`src/rtl/shift_pkg.sv`:
```
// ---------------------------------------------------------------------------
// shift_pkg
// Shared types and constants for the iterative shifter and the register file
// it feeds.
//   shift_op_t    : shift/rotate operation encoding (matches the 2-bit op port)
//   shift_state_t : control states of shift_unit
//   DATA_W        : datapath width shared with the register file
//   REG_PW        : register address pointer width shared with the register file
// ---------------------------------------------------------------------------
package shift_pkg;

   localparam int DATA_W = 8;
   localparam int REG_PW = 3;

   typedef enum logic [1:0] {
      OP_SLL = 2'b00,
      OP_SRL = 2'b01,
      OP_SRA = 2'b10,
      OP_ROL = 2'b11
   } shift_op_t;

   typedef enum logic [1:0] {
      S_IDLE  = 2'b00,
      S_SHIFT = 2'b01,
      S_WB    = 2'b10
   } shift_state_t;

endpackage

```
`src/rtl/shift_step.sv`:
```
// ---------------------------------------------------------------------------
// shift_step
// Purely combinational single-bit shift/rotate step.
// Ports:
//   op     : operation (SLL, SRL, SRA, ROL)
//   d      : current working value
//   next_d : value after one step
//   carry  : bit shifted or rotated out by this step
// ---------------------------------------------------------------------------
module shift_step
   import shift_pkg::*;
#(
   parameter int W = DATA_W
) (
   input  shift_op_t      op,
   input  logic [W-1:0]   d,
   output logic [W-1:0]   next_d,
   output logic           carry
);

   // Left-going operations lose the MSB, right-going ones lose the LSB.
   // SRA replicates the sign bit; ROL feeds the MSB back into bit 0.
   always_comb begin
      next_d = d;
      carry  = 1'b0;
      case (op)
         OP_SLL: begin
            carry  = d[W-1];
            next_d = {d[W-2:0], 1'b0};
         end
         OP_SRL: begin
            carry  = d[0];
            next_d = {1'b0, d[W-1:1]};
         end
         OP_SRA: begin
            carry  = d[0];
            next_d = {d[W-1], d[W-1:1]};
         end
         OP_ROL: begin
            carry  = d[W-1];
            next_d = {d[W-2:0], d[W-1]};
         end
         default: begin
            carry  = 1'b0;
            next_d = d;
         end
      endcase
   end

endmodule

```
`src/rtl/shift_unit.sv`:
```
// ---------------------------------------------------------------------------
// shift_unit
// Iterative shifter in front of the register file write port. Accepts one
// command in IDLE, performs one single-bit step per clock, then presents a
// one-cycle write-back beat.
// Ports:
//   clk, reset  : clock, asynchronous active-high reset
//   start       : command strobe, sampled only in IDLE
//   op          : 00 SLL, 01 SRL, 10 SRA, 11 ROL
//   operand     : value to shift
//   amount      : number of single-bit steps (0 goes straight to write-back)
//   destAddr    : register-file destination for the result
//   busy        : high while shifting or presenting the write-back beat
//   writeEnable : one-cycle write-back strobe
//   writeAddr   : latched destAddr
//   dataOut     : working/result register
//   scryOut     : last bit shifted out (0 when amount was 0)
//   ngtvOut     : sign bit of dataOut
//   zeroOut     : dataOut is all zeros
// ---------------------------------------------------------------------------
module shift_unit
   import shift_pkg::*;
#(
   parameter int pw = REG_PW,
   parameter int W  = DATA_W,
   parameter int AW = 3
) (
   input  logic          clk,
   input  logic          reset,
   input  logic          start,
   input  logic [1:0]    op,
   input  logic [W-1:0]  operand,
   input  logic [AW-1:0] amount,
   input  logic [pw-1:0] destAddr,
   output logic          busy,
   output logic          writeEnable,
   output logic [pw-1:0] writeAddr,
   output logic [W-1:0]  dataOut,
   output logic          scryOut,
   output logic          ngtvOut,
   output logic          zeroOut
);

   shift_state_t  state;
   shift_op_t     op_q;
   logic [AW-1:0] count;
   logic          scry;
   logic [W-1:0]  step_d;
   logic          step_carry;

   shift_step #(.W(W)) u_step (
      .op     (op_q),
      .d      (dataOut),
      .next_d (step_d),
      .carry  (step_carry)
   );

   // Control and datapath registers. A command is only taken in IDLE, so a
   // start during SHIFT or WB is simply dropped. The step whose count is 1
   // is the last one and hands over to the write-back beat.
   always_ff @(posedge clk or posedge reset) begin
      if (reset) begin
         state     <= S_IDLE;
         op_q      <= OP_SLL;
         count     <= '0;
         scry      <= 1'b0;
         dataOut   <= '0;
         writeAddr <= '0;
      end else begin
         case (state)
            S_IDLE: begin
               if (start) begin
                  dataOut   <= operand;
                  op_q      <= shift_op_t'(op);
                  writeAddr <= destAddr;
                  count     <= amount;
                  scry      <= 1'b0;
                  state     <= (amount != '0) ? S_SHIFT : S_WB;
               end
            end
            S_SHIFT: begin
               dataOut <= step_d;
               scry    <= step_carry;
               count   <= count - 1'b1;
               if (count == AW'(1)) begin
                  state <= S_WB;
               end
            end
            S_WB: begin
               state <= S_IDLE;
            end
            default: begin
               state <= S_IDLE;
            end
         endcase
      end
   end

   // Flags follow dataOut directly so they hold along with it in IDLE.
   always_comb begin
      busy        = (state != S_IDLE);
      writeEnable = (state == S_WB);
      scryOut     = scry;
      ngtvOut     = dataOut[W-1];
      zeroOut     = (dataOut == '0);
   end

endmodule

```
`config.mk`:
```
export PLATFORM = sky130hd
export DESIGN_NAME = shift_unit
export DESIGN_NICKNAME = d
export VERILOG_FILES = /design/src/rtl/shift_pkg.sv /design/src/rtl/shift_step.sv /design/src/rtl/shift_unit.sv
export SDC_FILE = /design/constraint.sdc
export NUM_CORES = 1
export LEC_CHECK = 0
export ABC_AREA = 0
export ABC_CLOCK_PERIOD_IN_PS = 3640
export CORE_UTILIZATION = 35
export CTS_CLUSTER_DIAMETER = 200
export DETAILED_ROUTE_END_ITERATION = 6
export PLACE_DENSITY_LB_ADDON = 0.25
export SYNTH_ARGS = -nofsm -noshare
export SYNTH_HDL_FRONTEND = slang
export SYNTH_SLANG_ARGS = --single-unit
```
`constraint.sdc`:
```
create_clock -name clk -period 3.64 [get_ports clk]
set_clock_uncertainty 0.1 [all_clocks]
set_input_delay 0.728 -clock clk [delete_from_list [all_inputs] [get_ports clk]]
set_output_delay 0.728 -clock clk [all_outputs]
set_load 0.1 [all_outputs]
```
==> reports/metrics.yaml <==
synth_edf_count: 0
whs_endpoint: "count[1]"
clk_pin_slew_worst_paths_ns: 0.12
crit_path_max_fanout: 5
grt-busiest-layer: "met2"
grt_pass1_vias: 891
critical_path_class: "flip-flop to output port"
grt_overflow: 0
root_buffer: "clkbuf_4"
numPortBuffers: 34
netlist_area_um2: 1089
vias_per_cell: 5.736
maxSlewViolCount: 0
r2r_end: "dataOut[7]"
yosysSeqAreaShare: 0.4368
die_h_um: 57.77
mostFrequentLayoutCells: "clkdlybuf4s50_1, dfrtp_1, nor2_1, inv_1, ha_1"
io_pins: 35
setup_viol: 0
post-route-drc-count: 3
dpl.hpwl_um: 1793
maxCapViolCount: 0
use_met3: 0.05580
cts_setup_buffers: 0
fin_nets: 158
drt_iter0_drc: 34
ys_ff_latch: 19
ant_nets: 0
path_depth: 1
layout_commonest_cell: "clkdlybuf4s50_1"
grt_max_degree: 20
cpPeakStageDelay_ns: 1.17
cts_htree_levels: 1
postCtsHoldBufs: 0
wl_per_cell_um: 15.34
fmax_mhz: 358.7
grt.total_usage: 0.1639
netlist_instances: 101
rsz0062_at_grt: "no"
cp_cell_sequence: "clkdlybuf4s50_1"
num_vias: 935
yosysWarnings: 0
worstPathArrival_ns: 1.96
crit_path_top_delay_cell: "clkdlybuf4s50_1"
routed_wl_um: 2500
cts.repair.resized: 0
drive_gt1_frac: 0.1288
violations: "DRC"
syn2layout_area_growth_pct: 31.95
crit_required_ns: 2.81
synth.avg_cell_area_um2: 10.78
status: "finished with violations"
setup-tns-final_ns: 0
relSlewSlack: 0.3474
hold_depth: 1
cts_buffers: 3
cpLargestDelayFamily: "buffers and inverters"
antenna_found_initial: 0
layout_min_cycle_time_ns: 2.788
crit_buf_inv: 1
synth_nets: 126
hold_viol: 0
worst-slew-pin-transition_ns: 0.9759
grt_use_met2: 0.2608
num_antenna_cells: 0
clock-sinks: 19
cts_tree: "yes"
clk_latency_ns: 0.31
finalCritPeriodShare: 0.7659
end_kind: "output port"
die_w_um: 57.77
rrSetupSlack_ns: 1.81
met1_usage: 0.2159
place_congestion: 0.7896
hold_class: "flip-flop to flip-flop"
cts_buffer_depth: 2
synthFlopType: "dfrtp_1"
placementRows: 19
cp-start-kind: "flip-flop"
rr_worst_depth: 3
drt_pass1_iterations: 6
r2r_start: "state[0]"
core_um2: 2853
dieArea_um2: 3337
hp-start: "count[1]"
grt_pass1_wl_um: 4133
synth_cell_types: 38
async_flop_share: 1.000
start_util: 0.3816
-- synthesized netlist by cell type (2+ instances only) --
cell type | instances | area [um^2]
o311a_1 | 3 | 30.03
nand2_1 | 2 | 7.510
o21bai_1 | 3 | 22.52
or4_1 | 2 | 15.01
a211o_1 | 2 | 17.52
inv_1 | 6 | 22.52
clkbuf_1 | 4 | 15.01
o22ai_1 | 4 | 25.02
nor2b_1 | 2 | 12.51
mux2_2 | 4 | 45.04
a21oi_1 | 3 | 15.01
nand3b_1 | 2 | 15.01
or2_2 | 2 | 12.51
o21ba_2 | 2 | 20.02
o21ai_0 | 4 | 20.02
ha_1 | 6 | 75.07
nand2b_1 | 2 | 12.51
dfrtp_1 | 19 | 475.5
a221oi_1 | 3 | 26.28
nor2_1 | 6 | 22.52
a221o_1 | 3 | 30.03
-- through the flow --
stage	worst slack (ns)	instance area (um^2)	hold WS (ns)	util	instances
detailed placement	1.097	1409	0.3975	0.4939	159
global placement	1.140	1409	0.3902	0.4939	159
finish	0.8521	1436	0.4189	0.5035	163
global route	0.7950	1436	0.4422	0.5035	163
floorplan	0.1459	1089	0.3768	-	101
CTS	0.8326	1436	0.4232	0.5035	163
-- logic make-up after synthesis --
family	after synthesis	synth area share
AOI/OAI and AO/OA	32	0.2264
muxes	6	0.06436
adders and majority gates	6	0.06896
DFF	19	0.4368
and+or+nand+nor	24	0.1299
buffers and inverters	13	0.06551
xor gates and xnor gates	1	0.008047
-- final cells by class --
cell class	instances	area (um^2)
clock buffer	3	22.52
clock inverter	1	5.005
tap	31	38.79
multi-input combinational	69	541.8
timing repair buffer	34	330.3
sequential	19	475.5
fill	291	1416
inverter	6	22.52
-- how the worst max path moves through the flow --
stage | start | to | slack [ns]
final | dataOut[6] | dataOut[6] | 0.85
after global routing | dataOut[7] | dataOut[7] | 0.80
after CTS | dataOut[7] | ngtvOut | 0.83
after detailed placement | start | op_q[1] | 1.10
after global placement | start | op_q[1] | 1.14
after floorplan | dataOut[7] | zeroOut | 0.15
-- sequential cells by signal (all words and copies together), names as in the netlist --
name / count
scryOut: 1
writeAddr: 3
op_q: 2
state: 2
dataOut: 8
count: 3
-- routing by layer --
layer	vias to the layer above	routed length (um)	share of wire
li1	439	-	-
met1	471	1131	0.45
met2	23	1218	0.49
met3	2	131	0.052
met4	0	19	0.0076
met5	-	0	0
Power is not shown: default switching activity piles up to over one toggle a cycle in this logic, so the estimate is an artifact.
